File: src/rtl/alu_multiciclo_if.sv
// ---------------------------------------------------------------------------
// alu_multiciclo_if
//   Request/response bundle between a client and the multi-cycle ALU.
//   Ports (as seen from the ALU, slave modport):
//     start   in   1          request, accepted only while busy is low
//     sel     in   2          00 add, 01 sub, 10 mul, 11 reserved
//     A, B    in   WIDTH      operands, latched when the request is accepted
//     c       in   1          carry-in (add) / borrow-in (sub)
//     busy    out  1          high whenever the ALU is not idle
//     done    out  1          one-cycle pulse, ALU_out/flag valid
//     ALU_out out  2*WIDTH    result, held until the next operation
//     flag    out  1          carry / borrow / upper-half-nonzero
// ---------------------------------------------------------------------------
interface alu_multiciclo_if #(
  parameter int WIDTH = 8
) ();

  logic                 start;
  logic [1:0]           sel;
  logic [WIDTH-1:0]     A;
  logic [WIDTH-1:0]     B;
  logic                 c;
  logic                 busy;
  logic                 done;
  logic [2*WIDTH-1:0]   ALU_out;
  logic                 flag;

  modport master (
    output start, sel, A, B, c,
    input  busy, done, ALU_out, flag
  );

  modport slave (
    input  start, sel, A, B, c,
    output busy, done, ALU_out, flag
  );

endinterface

File: src/rtl/alu_multiciclo.sv
// ---------------------------------------------------------------------------
// alu_multiciclo
//   Registered ALU with a start/busy/done handshake. Add and subtract finish
//   one cycle after the request is accepted; multiply is an LSB-first
//   shift-add over WIDTH cycles followed by the DONE cycle.
//   Ports:
//     clk   in   rising-edge clock
//     rst   in   asynchronous, active-high reset (aborts any operation)
//     bus   slave side of alu_multiciclo_if (start/sel/A/B/c in,
//           busy/done/ALU_out/flag out)
// ---------------------------------------------------------------------------
module alu_multiciclo #(
  parameter int WIDTH = 8
) (
  input  logic              clk,
  input  logic              rst,
  alu_multiciclo_if.slave   bus
);

  localparam int CNT_W = (WIDTH > 2) ? $clog2(WIDTH) : 1;
  localparam logic [CNT_W-1:0] CNT_LAST = CNT_W'(WIDTH - 1);
  localparam logic [CNT_W-1:0] CNT_ONE  = CNT_W'(1);

  localparam logic [1:0] SEL_ADD = 2'b00;
  localparam logic [1:0] SEL_SUB = 2'b01;
  localparam logic [1:0] SEL_MUL = 2'b10;

  typedef enum logic [1:0] {
    ST_IDLE = 2'b00,
    ST_MUL  = 2'b01,
    ST_DONE = 2'b10
  } state_t;

  state_t               state_q, state_d;

  logic [WIDTH-1:0]     a_q, a_d;
  logic [WIDTH-1:0]     b_q, b_d;
  logic [2*WIDTH-1:0]   acc_q, acc_d;
  logic [CNT_W-1:0]     cnt_q, cnt_d;
  logic [2*WIDTH-1:0]   alu_out_q, alu_out_d;
  logic                 flag_q, flag_d;
  logic                 busy_q;
  logic                 done_q;

  // One extra bit on add/sub exposes the carry/borrow directly.
  logic [WIDTH:0]       sum_s;
  logic [WIDTH:0]       diff_s;
  logic [2*WIDTH-1:0]   a_ext_s;
  logic [2*WIDTH-1:0]   partial_s;
  logic [2*WIDTH-1:0]   mul_next_s;

  // Arithmetic on the live bus operands (used only in the accepting cycle).
  always_comb begin
    sum_s  = {1'b0, bus.A} + {1'b0, bus.B} + {{WIDTH{1'b0}}, bus.c};
    // A - B - c as a (WIDTH+1)-bit value: bit WIDTH is set exactly when A < B + c.
    diff_s = {1'b0, bus.A} - {1'b0, bus.B} - {{WIDTH{1'b0}}, bus.c};
  end

  // Shift-add step: the accumulator value after folding in multiplier bit cnt.
  always_comb begin
    a_ext_s = {{WIDTH{1'b0}}, a_q};
    if (b_q[cnt_q]) begin
      partial_s = a_ext_s << cnt_q;
    end else begin
      partial_s = {2*WIDTH{1'b0}};
    end
    mul_next_s = acc_q + partial_s;
  end

  // State register plus registered busy/done decoded from the next state.
  always_ff @(posedge clk or posedge rst) begin
    if (rst) begin
      state_q <= ST_IDLE;
      busy_q  <= 1'b0;
      done_q  <= 1'b0;
    end else begin
      state_q <= state_d;
      busy_q  <= (state_d != ST_IDLE);
      done_q  <= (state_d == ST_DONE);
    end
  end

  // Next-state logic.
  always_comb begin
    state_d = state_q;
    case (state_q)
      ST_IDLE: begin
        if (bus.start) begin
          if (bus.sel == SEL_MUL) begin
            state_d = ST_MUL;
          end else begin
            state_d = ST_DONE;
          end
        end else begin
          state_d = ST_IDLE;
        end
      end
      ST_MUL: begin
        if (cnt_q == CNT_LAST) begin
          state_d = ST_DONE;
        end else begin
          state_d = ST_MUL;
        end
      end
      ST_DONE: begin
        // Start is deliberately ignored here; a new op waits for IDLE.
        state_d = ST_IDLE;
      end
      default: begin
        state_d = ST_IDLE;
      end
    endcase
  end

  // Datapath next values: operand latches, accumulator, counter and result.
  always_comb begin
    a_d       = a_q;
    b_d       = b_q;
    acc_d     = acc_q;
    cnt_d     = cnt_q;
    alu_out_d = alu_out_q;
    flag_d    = flag_q;
    case (state_q)
      ST_IDLE: begin
        if (bus.start) begin
          case (bus.sel)
            SEL_ADD: begin
              alu_out_d = {{WIDTH{1'b0}}, sum_s[WIDTH-1:0]};
              flag_d    = sum_s[WIDTH];
            end
            SEL_SUB: begin
              alu_out_d = {{WIDTH{1'b0}}, diff_s[WIDTH-1:0]};
              flag_d    = diff_s[WIDTH];
            end
            SEL_MUL: begin
              a_d   = bus.A;
              b_d   = bus.B;
              acc_d = {2*WIDTH{1'b0}};
              cnt_d = {CNT_W{1'b0}};
            end
            default: begin
              alu_out_d = {2*WIDTH{1'b0}};
              flag_d    = 1'b0;
            end
          endcase
        end else begin
          alu_out_d = alu_out_q;
        end
      end
      ST_MUL: begin
        acc_d = mul_next_s;
        cnt_d = cnt_q + CNT_ONE;
        if (cnt_q == CNT_LAST) begin
          alu_out_d = mul_next_s;
          flag_d    = |mul_next_s[2*WIDTH-1:WIDTH];
        end else begin
          flag_d = flag_q;
        end
      end
      ST_DONE: begin
        alu_out_d = alu_out_q;
      end
      default: begin
        alu_out_d = alu_out_q;
      end
    endcase
  end

  // Datapath registers; result and flag persist until overwritten or reset.
  always_ff @(posedge clk or posedge rst) begin
    if (rst) begin
      a_q       <= {WIDTH{1'b0}};
      b_q       <= {WIDTH{1'b0}};
      acc_q     <= {2*WIDTH{1'b0}};
      cnt_q     <= {CNT_W{1'b0}};
      alu_out_q <= {2*WIDTH{1'b0}};
      flag_q    <= 1'b0;
    end else begin
      a_q       <= a_d;
      b_q       <= b_d;
      acc_q     <= acc_d;
      cnt_q     <= cnt_d;
      alu_out_q <= alu_out_d;
      flag_q    <= flag_d;
    end
  end

  assign bus.busy    = busy_q;
  assign bus.done    = done_q;
  assign bus.ALU_out = alu_out_q;
  assign bus.flag    = flag_q;

endmodule

File: src/flat_wrapper.sv
// flat-port wrapper written by rule: the top's interface ports become plain ports
module alu_multiciclo_flat 
#(
  parameter int WIDTH = 8
)
  (clk, rst, bus_start, bus_sel, bus_A, bus_B, bus_c, bus_busy, bus_done, bus_ALU_out, bus_flag);
  alu_multiciclo_if #(.WIDTH(WIDTH)) bus_i ();
  input  logic clk;
  input  logic rst;
  input wire logic [$bits(bus_i.start)-1:0] bus_start;
  input wire logic [$bits(bus_i.sel)-1:0] bus_sel;
  input wire logic [$bits(bus_i.A)-1:0] bus_A;
  input wire logic [$bits(bus_i.B)-1:0] bus_B;
  input wire logic [$bits(bus_i.c)-1:0] bus_c;
  output wire logic [$bits(bus_i.busy)-1:0] bus_busy;
  output wire logic [$bits(bus_i.done)-1:0] bus_done;
  output wire logic [$bits(bus_i.ALU_out)-1:0] bus_ALU_out;
  output wire logic [$bits(bus_i.flag)-1:0] bus_flag;
  assign bus_i.start = bus_start;
  assign bus_i.sel = bus_sel;
  assign bus_i.A = bus_A;
  assign bus_i.B = bus_B;
  assign bus_i.c = bus_c;
  assign bus_busy = bus_i.busy;
  assign bus_done = bus_i.done;
  assign bus_ALU_out = bus_i.ALU_out;
  assign bus_flag = bus_i.flag;
  alu_multiciclo #(.WIDTH(WIDTH)) u_core (.clk(clk), .rst(rst), .bus(bus_i));
endmodule
File: config.mk
export PLATFORM = sky130hd
export DESIGN_NAME = alu_multiciclo_flat
export DESIGN_NICKNAME = d
export VERILOG_FILES = /design/src/rtl/alu_multiciclo_if.sv /design/src/rtl/alu_multiciclo.sv /design/src/flat_wrapper.sv
export SDC_FILE = /design/constraint.sdc
export NUM_CORES = 1
export LEC_CHECK = 0
export CORE_UTILIZATION = 35
export DETAILED_ROUTE_END_ITERATION = 7
export GPL_ROUTABILITY_DRIVEN = 0
export MAX_ROUTING_LAYER = met4
export SLEW_MARGIN = 30
export SYNTH_ARGS = -nofsm -noshare
export SYNTH_HDL_FRONTEND = slang
export SYNTH_SLANG_ARGS = --single-unit
export TNS_END_PERCENT = 100
File: constraint.sdc
create_clock -name clk -period 6.9 [get_ports clk]
set_input_delay 1.38 -clock clk [delete_from_list [all_inputs] [get_ports clk]]
set_output_delay 1.38 -clock clk [all_outputs]
set_load 0.02 [all_outputs]
# == Word level (Yosys, flattened, before mapping) ==
# Cells that the tools add are included.
# op_classes
addsub,6
magnitude_cmp,1
eq_ne,9
shift,1
mux,21
reduce_logical,8
# op_table
operator,count
2-to-1 mux 16 bit,5
one-hot mux 16 bit (2 select lines),2
one-hot mux 16 bit (3 select lines),1
adder 16 bit,1
left shift 8 x 3 -> 16 bit,1
adder 8 x 8 -> 9 bit,1
adder 9 x 1 -> 9 bit,1
subtractor 8 x 8 -> 9 bit,1
subtractor 9 x 1 -> 9 bit,1
OR reduction 8 bit,1
2-to-1 mux 2 bit,3
2-to-1 mux 3 bit,2
one-hot mux 3 bit (2 select lines),1
AND reduction 3 bit,2
"equality test 2 x 1 -> 1 bit, second input constant",2
"equality test 2 bit, second input constant",2
logical NOT 2 bit,2
"less-than comparator 3 x 4 -> 1 bit, second input constant",1
"!= test 2 x 1 -> 1 bit, second input constant",2
"!= test 2 bit, second input constant",2
one-hot mux 2 bit (2 select lines),1
AND reduction 4 bit,1
nonzero test 2 bit,2
"adder 3 x 1 -> 3 bit, second input constant",1
5 further kinds,7
# word_totals
ff_bits,56
inputBits,22
output_inout_bits,19
wordCells,55

# == Depth between registers and ports, before layout ==
# depth
word_depth,7
depth_mapped,16
ltp_nobuf,14

# == Worst setup path before layout ==
# OpenSTA, ideal clock, no wires.
# synth_path
path_type,in2reg
from,in bus_c
to,"reg u_core.flag_q, in the netlist u_core.bus.flag"
setup_time_ns,0.135
arrival_ns,3.605
t_required_ns,6.765
slack_ns,3.160
cell_stages,10
path_buffers,0
path_cell_list,inv_1 > fa_1 > fa_1 > nand2b_1 > a21oi_1 > o21ai_0 > a31oi_1 > mux2_2 > a311oi_1 > a211oi_2
# synth_via
elab_chain_len,4
elab_cells_between_ends,5
cone_classes,add/sub: 2; mux: 3
# synth_rtl
element,line_no,source
from (decl),flat_wrapper.sv:14,input wire logic [$bits(bus_i.c)-1:0] bus_c;
subtractor 9 x 1 -> 9 bit or adder 9 x 1 -> 9 bit (tied branches),"alu_multiciclo.sv:56, alu_multiciclo.sv:54",
one-hot mux 1 bit (3 select lines) (*),alu_multiciclo.sv:126,case (bus.sel)
2-to-1 mux 1 bit (*),alu_multiciclo.sv:125,if (bus.start) begin
one-hot mux 1 bit (2 select lines) (*),alu_multiciclo.sv:123,case (state_q)
to (signal assigned),alu_multiciclo.sv:184,flag_q <= flag_d;
to (decl),alu_multiciclo.sv:41,"logic flag_q, flag_d;"
# Every way passes the cells marked *; elsewhere a longest branch is shown, timed or not. The select of a mux whose other input is x is not followed.
# A chain may end at the register's enable or synchronous reset.

# == Worst setup path in the final report ==
# Same ends and word-level chain as after synthesis.

==> flow_summary.json <==
{
  "dp.cells": 642,
  "critPathKind": "primary input to register",
  "dpl_worst_slack_ns": 2.42,
  "hp-class": "register to register",
  "grt_pass1_vias": 3344,
  "rr_endpoint": "u_core.bus.flag",
  "via_per_inst": 5.37,
  "htree_levels": 2,
  "cts_tree": "yes",
  "min_period_over_period_pct": 60.4,
  "drive_gt1_share_pct": 9.66,
  "initial_utilization_pct": 36.7,
  "portBuffers": 40,
  "fp.dieH_um": 112,
  "synthCells": 475,
  "fmax_mhz": 240,
  "design_area_mm2": 0.00495,
  "cp-end-kind": "register",
  "fin_ws_ns": 2.74,
  "io_pins": 41,
  "max_stage_delay_ns": 0.51,
  "fin_util_pct": 42.6,
  "netlist_area_mm2": 0.00426,
  "async_flop_share_pct": 100,
  "cts_buffers": 5,
  "num_rows": 39,
  "fp.coreArea_mm2": 0.0116,
  "violations": "DRC",
  "antenna_left": 0,
  "clkLatencyLatePin_ns": 0.30,
  "vias": 3490,
  "synth_edf_count": 0,
  "cts_setup_buffers": 0,
  "drt_iter0_markers": 153,
  "whs_path_depth": 2,
  "syn_avg_cell_area_um2": 8.96,
  "ir_drop_v": 0.000158,
  "use_met1_pct": 25.1,
  "nets": 571,
  "slew_headroom_pct": 49.6,
  "min_period_ns": 4.16,
  "crit_fanout": 2,
  "track_usage_pct": 17.8,
  "root_buffer": "clkbuf_16",
  "place_area_mm2": 0.00480,
  "synthFlopType": "dfrtp_1",
  "fillCellCount": 1157,
  "grt-ovfl-total": 0,
  "clock_skew_ns": 0.00695,
  "tightest_slew_ns": 0.753,
  "cts.clk_slew.worst_paths_ns": 0.07,
  "p_leak_nw": 2.21,
  "drc_errors": 4,
  "cp-start-kind": "primary input",
  "grtUsageMet2_pct": 27.3,
  "wl_um": 10400,
  "holdPathEnd": "u_core.bus.ALU_out[14]",
  "synth_warnings": 0,
  "powerDensity_mw_per_mm2": 395,
  "grt.met3_usage_pct": 2.05,
  "reg2reg_depth": 12,
  "path_common_cell": "fa_1",
  "reg2reg_from": "u_core.cnt_q[1]",
  "ys_ff_latch": 56,
  "seq_area_frac_synth_pct": 32.9,
  "slowest_stage": "clkdlybuf4s50_1",
  "setup_viol": 0,
  "finalHoldViolations": 0,
  "die_area_mm2": 0.0126,
  "setup.worst_path.start": "bus_c",
  "final.setup.tns_ns": 0,
  "syn-num-nets": 540,
  "critPathArrivalTime_ns": 4.34,
  "busiest_layer": "met2",
  "final_cells": 650,
  "antennaDiodeCount": 0,
  "critical_path.cell_chain": "clkdlybuf4s50_1 -> inv_1 -> fa_1 -> fa_1 -> nand2b_1 -> a21oi_1 -> o21ai_0 -> a31oi_1 -> mux2_2 -> a311oi_1 -> a211oi_2",
  "cts_hold_buffers": 0,
  "ys_types": 57,
  "maxCapViolations": 0,
  "dpl.hpwl_um": 8080,
  "grt_setup_unrepaired": "no",
  "die_w_um": 112,
  "antenna_found_initial": 0,
  "wl_per_cell_um": 16.0,
  "cts.sinks": 56,
  "grt_pass1_wl_um": 17300,
  "ff2ff_setup_slack_ns": 2.79,
  "cts_resized": 0,
  "status": "complete, but fails checks",
  "grt_max_degree": 57,
  "areaGrowthSynthToFinish_pct": 16.2,
  "dr.pass1.iters": 6,
  "required_ns": 7.07,
  "worstHoldStart": "u_core.bus.ALU_out[14]",
  "drv_slew": 0,
  "clockBufferDepth": 2
}
worst max path at each step:
stage,to,slack [ns]
6_report,u_core.bus.flag,2.74
3_5_place_dp,u_core.bus.flag,2.42
3_3_place_gp,u_core.bus.flag,2.46
4_1_cts,u_core.bus.flag,2.72
5_1_grt,u_core.bus.flag,2.48
2_1_floorplan,u_core.bus.flag,3.16
critical path: cells and delay by family:
family | cells | cell delay [ns]
AO/OA/AOI/OAI | 5 | 0.98
adder cells (fa/ha/maj) | 2 | 0.87
buffers and inverters | 2 | 0.59
AND/OR/NAND/NOR | 1 | 0.16
multiplexers | 1 | 0.36
per-stage QoR:
| stage | hold WS, ns | power [mW] |
|---|---|---|
| floorplan | 0.453 | 1.36 |
| global placement | 0.462 | 1.66 |
| detailed placement | 0.468 | 1.68 |
| CTS | 0.485 | 1.96 |
| global route | 0.521 | 2.11 |
| finish | 0.477 | 1.95 |
state kept, by name, summed over array words and instances, names as in the netlist:
register and flops:
u_core.bus.ALU_out 16, u_core.bus.done 1, u_core.acc_q 16, u_core.cnt_q 3, u_core.a_q 8, u_core.bus.busy 1
u_core.bus.flag 1, u_core.state_q 2, u_core.b_q 8
report_power, final:
part           switching [mW]  total (mW)  internal, mW
Clock                   0.125       0.270         0.145
Sequential              0.123       0.580         0.457
Combinational           0.633        1.10         0.468
Total                   0.881        1.95          1.07
layout by cell type, fill, tap and decap left out, types with 6 or more instances in the layout:
cell type        synthesis  routed
nand2_1                 40      40
xor2_1                   6       6
o31ai_1                  9       9
inv_1                   33      32
xnor2_1                 12      12
nor2b_1                  7       7
nand2b_1                 7       7
clkdlybuf4s50_1          0      40
a22o_1                   9       9
dfrtp_1                 56      56
a21oi_1                 34      34
mux2_2                  20      20
nor3_1                   6       6
o21ai_0                 24      24
nand3_1                 11      11
o21a_1                   6       6
nor2_1                  49      49
ha_1                    38      38
mux2i_1                  8       8
cell type report:
type                    count  area [µm²]  area share (%)
clock buffers               7         143            2.88
clock inverters             1        7.51           0.152
inverters                  33         124            2.50
multi-input cells         365        2650            53.7
flip-flops and latches     56        1400            28.3
well taps                 143         179            3.62
repair buffers             45         438            8.85
synthesized netlist by cell type (3+ instances only):
cell,count,area (µm²)
dfrtp_1,56,1400
nor2_1,49,184
nand2_1,40,150
ha_1,38,475
a21oi_1,34,170
inv_1,33,124
o21ai_0,24,120
mux2_2,20,225
clkbuf_1,13,48.8
xnor2_1,12,105
nand3_1,11,55.1
a22o_1,9,78.8
o31ai_1,9,67.6
mux2i_1,8,80.1
buf_2,7,35.0
nand2b_1,7,43.8
nor2b_1,7,43.8
nor3_1,6,30.0
o21a_1,6,45.0
xor2_1,6,52.6
a21o_1,5,37.5
a31oi_1,5,31.3
and3_1,5,31.3
fa_1,5,100
a211o_1,4,35.0
a211oi_2,3,37.5
a21boi_0,3,22.5
a221oi_1,3,26.3
nand4_1,3,18.8
o21ai_1,3,15.0
o21bai_1,3,22.5
o22ai_1,3,18.8
metal layers:
| metal | up-vias | wire [µm] | part of all wire [%] |
|---|---|---|---|
| met4 | 0 | 141 | 1.4 |
| met2 | 67 | 4620 | 44 |
| met1 | 1657 | 5330 | 51 |
| met5 | - | 0 | 0 |
| li1 | 1756 | - | - |
| met3 | 10 | 346 | 3.3 |
cells by family after synthesis:
family          after synthesis  share of synthesized area, %
flops                        56                          32.9
buf+inv                      54                          4.97
mux                          30                          8.23
compound gates              132                          20.9
simple gates                142                          15.8
fa+ha+maj                    43                          13.5
xor+xnor                     18                          3.70
Power figures use the tool's default switching activity.
==> edit 1, RTL diff (config.mk and constraints unchanged) <==
Encoding of `state_t`: now one-hot (3 bits for 3 states).
--- a/src/rtl/alu_multiciclo.sv
+++ b/src/rtl/alu_multiciclo.sv
@@ -27,6 +27,6 @@
 
-  typedef enum logic [1:0] {
-    ST_IDLE = 2'b00,
-    ST_MUL  = 2'b01,
-    ST_DONE = 2'b10
+  typedef enum logic [2:0] {
+    ST_IDLE = 3'b001,
+    ST_MUL  = 3'b010,
+    ST_DONE = 3'b100
   } state_t;
Function: same outputs for any inputs over 4 cycles, from zero or initial values and one cycle with rst high; so few cycles prove little.
==> edit 1 against the unedited design <==
  * The flow still finishes with violations (design-rule violations)
  * Global-route usage about the same
  * Register-to-register slack better by 140 ps
  * Die area decreased by 0.46%
  * Area after synthesis fell by 0.47%
  * Design area rose by 1.6%
  * Sequential share of layout area grew 0.086 points
  * Sequential cell count increased by 1
  * Wire length down 2.1%
  * Fmax up 1.1%
  * Combinational power shrank 48%
  * Setup slack improved by 44 ps
  * Non-clock buffer count fell by 3
  * Power down 24%
  * First-iteration DRC count grew 20%
  * Critical path type unchanged
  * Critical endpoint unchanged
  * Largest power group unchanged
==> edit 1: results (changes against the unedited design) <==
| Metric | Value |
|---|---|
| Async S/R FF share, synth | `100% (unchanged)` |
| Share of layout cells above drive strength 1 | `5.90% (-3.8 points)` |
| Post-cts resize count | `0 (unchanged)` |
| Worst Hold Class | `reg2reg` |
| FILL cells | `1158 (+0.086%)` |
| Yosys cell types | `56 (-1.8%)` |
| Clock Latency Late Sink | `330 ps (+30 ps)` |
| Synth top cells by count | `60 x nand2_1, 56 x dfrtp_1, 49 x nor2_1, 38 x ha_1, 31 x inv_1` |
| Routed Wire Length | `10200 um (-2.1%)` |
| Worst-path fanout max | `3 (+1)` |
| Post-Syn Instances | `487 (+2.5%)` |
| Post-CTS Setup Repair Bufs | `0 (unchanged)` |
| Top cells by area, synth | `dfrtp_1 33%, ha_1 11%, nand2_1 5.3%` |
| Status | `finished, violations left` |
| Clk root buf | `clkbuf_16` |
| Final setup TNS | `0 ps (unchanged)` |
| Drt drc | `2 (-2)` |
| Reg clk slew, reported paths | `60 ps` |
| Num CTS Buffers | `9 (+4)` |
| Slowest CP cell | `clkdlybuf4s50_1` |
| Vias in the first global route | `3492 (+4.4%)` |
| Nets | `585 (+2.5%)` |
| DP HPWL | `7960 um (-1.5%)` |
| Via count | `3560 (+2.0%)` |
| Avg Vias per Cell | `5.33 (-0.74%)` |
| GRT Total Usage | `17.8% (about the same)` |
| Largest net degree at the start of global routing | `58 (+1.8%)` |
| Initial antenna violation count | `0 (unchanged)` |
| Worst path max stage delay | `510 ps (about the same)` |
| IO Port Bufs | `40 (unchanged)` |
| Depth of the CTS H-tree | `3 (+1)` |
| Placed Area | `4740 sq um (-1.1%)` |
| CP arrival | `4360 ps (+20 ps)` |
| Sequential fraction of the synthesis area | `33.7% (+0.78 points)` |
| Violated checks | `design-rule violations` |
| Rel. slew slack | `44.0% (-5.7 points)` |
| 1st-iter DRT viols | `183 (+20%)` |
| Worst path top cell family by delay | `compound AO/OA/AOI/OAI gates` |
| Max VDD drop | `0.000115 V (-27%)` |
| DP Worst Slack | `2460 ps (+45.0 ps)` |
| Pleak | `2.31 nW (+4.5%)` |
| TritonRoute pass-1 iters | `6 (unchanged)` |
| Placed cells | `652 (+1.6%)` |
| Synth warnings | `0 (unchanged)` |
| Max Clock Skew | `8.36 ps (+1.42 ps)` |
| First-pass GRT wire length | `17100 um (-1.2%)` |
| Syn nets | `552 (+2.2%)` |
| Clk buf depth | `2 (unchanged)` |
| Antenna diodes | `0 (unchanged)` |
| Internal | `915 uW (-14%)` |
## edit 1: final cells by class
class	instances	area, sq um	share of cell area (%)
repair buffers	42	415	8.27
flip-flops and latches	57	1430	28.4
well taps	143	179	3.56
multi-input cells	378	2600	51.8
clock inverters	7	53.8	1.07
inverters	32	120	2.39
clock buffers	9	225	4.48
## edit 1: cell families (layout without fill, tap and decap cells)
kind of cell	Yosys count	in the layout	synth area share (%)
simple gates	161	161	17.0
compound gates	133	133	20.9
flops	57	57	33.7
buf+inv	52	90	4.90
fa+ha+maj	43	43	13.6
xor+xnor	22	22	4.55
mux	19	19	5.37
## edit 1: per-layer routing
metal	up-vias	track usage [%]	wire length, um
li1	1783	-	-
met1	1680	22.9	4820
met2	83	27.6	4730
met3	14	2.59	440
met4	0	8.44	213
met5	-	-	0
## edit 1: power by group through the flow
stage	logic (mW)	registers, mW	clock network [mW]
global placement	0.568	0.501	0
finish	0.577	0.497	0.411
global route	0.647	0.511	0.435
CTS	0.578	0.496	0.421
floorplan	0.422	0.487	0
detailed placement	0.576	0.502	0
## edit 1: final timing paths
path	start	endpoint	slack (ps)	cells after the start
max	bus_c	u_core.bus.flag$_DFFE_PP0P_	2780	11
min in group asynchronous	rst	u_core.bus.ALU_out[15]$_DFFE_PP0P_	1580	3
min reg2reg	u_core.bus.ALU_out[8]$_DFFE_PP0P_	u_core.bus.ALU_out[8]$_DFFE_PP0P_	480	2
max reg2reg	u_core.cnt_q[0]$_DFFE_PP0P_	u_core.bus.flag$_DFFE_PP0P_	2930	12
max in group asynchronous	rst	u_core.a_q[0]$_DFFE_PP0P_	4850	3
min	u_core.bus.ALU_out[8]$_DFFE_PP0P_	u_core.bus.ALU_out[8]$_DFFE_PP0P_	480	2
==> edit 2, RTL diff (same flow settings) <==
Without the edit above. `WIDTH` is set to 8 in 3 places; all go to 4.
--- a/src/rtl/alu_multiciclo_if.sv
+++ b/src/rtl/alu_multiciclo_if.sv
@@ -14,3 +14,3 @@
 interface alu_multiciclo_if #(
-  parameter int WIDTH = 8
+  parameter int WIDTH = 4
 ) ();
--- a/src/rtl/alu_multiciclo.sv
+++ b/src/rtl/alu_multiciclo.sv
@@ -12,3 +12,3 @@
 module alu_multiciclo #(
-  parameter int WIDTH = 8
+  parameter int WIDTH = 4
 ) (
--- a/src/flat_wrapper.sv
+++ b/src/flat_wrapper.sv
@@ -3,3 +3,3 @@
 #(
-  parameter int WIDTH = 8
+  parameter int WIDTH = 4
 )
Ports: changed (resized bus_A, bus_ALU_out and bus_B); port bits go from 41 to 25. No check against the original RTL was run, so the function may have changed too.
==> edit 2 against the unedited design <==
  * Design area is 50% lower
  * Clock power is 30% lower
  * Combinational power is 60% lower
  * Setup slack better by 800 ps
  * Sequential share of layout area is 3.2 points higher
  * Register-to-register slack better by 1100 ps
  * Synthesized cell count is 55% lower
  * Sequential cell count is 25 lower
  * Wire length is 57% lower
  * Area after synthesis is 52% lower
  * Clock skew is 2.3 ps higher
  * Power is 51% lower
==> edit 2: results (changes against the unedited design) <==
| Metric | Value |
|---|---|
| Syn nets | `246 (-54%)` |
| CP arrival | `3550 ps (-790 ps)` |
| DP HPWL | `3410 um (-58%)` |
| Met3 Track Usage GR | `4.88% (+2.8 points)` |
| Die width | `78.6 um (-30%)` |
| IO Port Bufs | `24 (-40%)` |
| Yosys cell types | `44 (-23%)` |
| Final Instance Count excl. Fillers | `308 (-53%)` |
| Max Clock Skew | `9.22 ps (+2.27 ps)` |
| Antenna diodes | `0 (unchanged)` |
| Clk root buf | `clkbuf_8` |
| Sequential fraction of the synthesis area | `37.8% (+4.9 points)` |
| Switching pwr | `380 uW (-57%)` |
| Vias in the first global route | `1525 (-54%)` |
| First-pass GRT wire length | `7700 um (-56%)` |
| GRT Total Usage | `17.1% (-0.72 points)` |
| Num CTS Buffers | `5 (unchanged)` |
| Largest net degree at the start of global routing | `32 (-44%)` |
| Pleak | `1.13 nW (-49%)` |
| Status | `finished clean` |
| Syn Area/Cell | `9.68 sq um (+8.0%)` |
| Placed cells | `300 (-53%)` |
| Share of layout cells above drive strength 1 | `8.47% (-1.2 points)` |
| Initial antenna violation count | `0 (unchanged)` |
| Nets | `269 (-53%)` |
| Depth of the CTS H-tree | `2 (unchanged)` |
| Avg Vias per Cell | `5.20 (-3.1%)` |
| Top cells by area, synth | `dfrtp_1 38%, ha_1 9.1%, fa_1 4.9%` |
| Worst-path fanout max | `2 (unchanged)` |
| Slew @ Worst Pin | `474 ps (-280 ps)` |
| DR WL/cell | `14.7 um (-8.5%)` |
| Max VDD drop | `0.000127 V (-20%)` |
| 1st-iter DRT viols | `77 (-50%)` |
| TritonRoute pass-1 iters | `4 (-2)` |
| Synth top cells by count | `31 x dfrtp_1, 19 x nand2_1, 16 x nor2_1, 16 x o21ai_0` |
| M1 GR Usage | `22.8% (-2.3 points)` |
==> edit 2: cell types whose count changed in the layout (fill, tap and decap cells not counted), sizes merged, moves of 7 or more <==
cell	before	now
ha	38	15
o21a	7	0
inv	33	13
o31ai	9	1
a21oi	35	15
nor2	49	16
mux2	20	3
dfrtp	56	31
xnor2	12	2
nand2	40	19
clkdlybuf4s50	40	24
o21ai	28	17
==> edit 2: area by class of cell <==
class	instances	area, sq um
multi-input cells	157	1170
inverters	14	52.6
flip-flops and latches	31	776
repair buffers	26	255
fillers	566	3110
well taps	72	90.1
clock inverters	2	35.0
clock buffers	6	82.6
==> edit 2: critical path, cell delays in order <==
cell,delay (ps)
clkdlybuf4s50_1,510
inv_1,70
fa_1,440
inv_1,80
fa_1,180
a21boi_0,90
or3_1,310
a21oi_1,150
a211oi_1,90
a211oi_1,240
==> edit 2: worst paths after layout <==
path                                                      to  depth (start not counted)  slack, ps                               from
max                              u_core.bus.flag$_DFFE_PP0P_                         10       3530                              bus_c
min                        u_core.bus.ALU_out[4]$_DFFE_PP0P_                          2        490  u_core.bus.ALU_out[4]$_DFFE_PP0P_
max reg2reg                      u_core.bus.flag$_DFFE_PP0P_                          8       3920        u_core.cnt_q[0]$_DFFE_PP0P_
min reg2reg                u_core.bus.ALU_out[4]$_DFFE_PP0P_                          2        490  u_core.bus.ALU_out[4]$_DFFE_PP0P_
max in group asynchronous  u_core.bus.ALU_out[3]$_DFFE_PP0P_                          3       5130                                rst
min in group asynchronous          u_core.bus.done$_DFF_PP0_                          3       1470                                rst
==> edit 2: through the flow <==
stage | total power, mW | cell area (sq um) | util, % | worst slack [ps] | hold WS [ps]
floorplan | 0.627 | 2050 | - | 3930 | 452
global placement | 0.758 | 2340 | 42.1 | 3310 | 469
detailed placement | 0.769 | 2340 | 42.1 | 3250 | 482
CTS | 0.961 | 2460 | 44.2 | 3540 | 498
global route | 1.03 | 2460 | 44.2 | 3440 | 519
finish | 0.956 | 2460 | 44.2 | 3530 | 491
==> edit 2: per-layer routing <==
metal | vias to the layer above | wire length [um]
met5 | - | 0
li1 | 797 | -
met3 | 5 | 255
met2 | 40 | 2060
met1 | 760 | 2170
met4 | 0 | 43
==> edit 2: logic make-up after synthesis <==
group,after synthesis,synth area share (%)
AND/OR/NAND/NOR,65,16.6
AO/OA/AOI/OAI,56,17.7
flip-flops,31,37.8
buffers and inverters,24,5.18
adder cells (fa/ha/maj),20,14.0
XOR/XNOR,8,3.41
multiplexers,8,5.30
==> edit 2: power by group through the flow <==
stage / sequential [mW] / combinational, mW / clock, mW
after floorplan: 0.333 / 0.295 / 0
after global placement: 0.327 / 0.430 / 0
after detailed placement: 0.331 / 0.438 / 0
after CTS: 0.328 / 0.440 / 0.194
after global routing: 0.341 / 0.490 / 0.204
final: 0.328 / 0.439 / 0.189
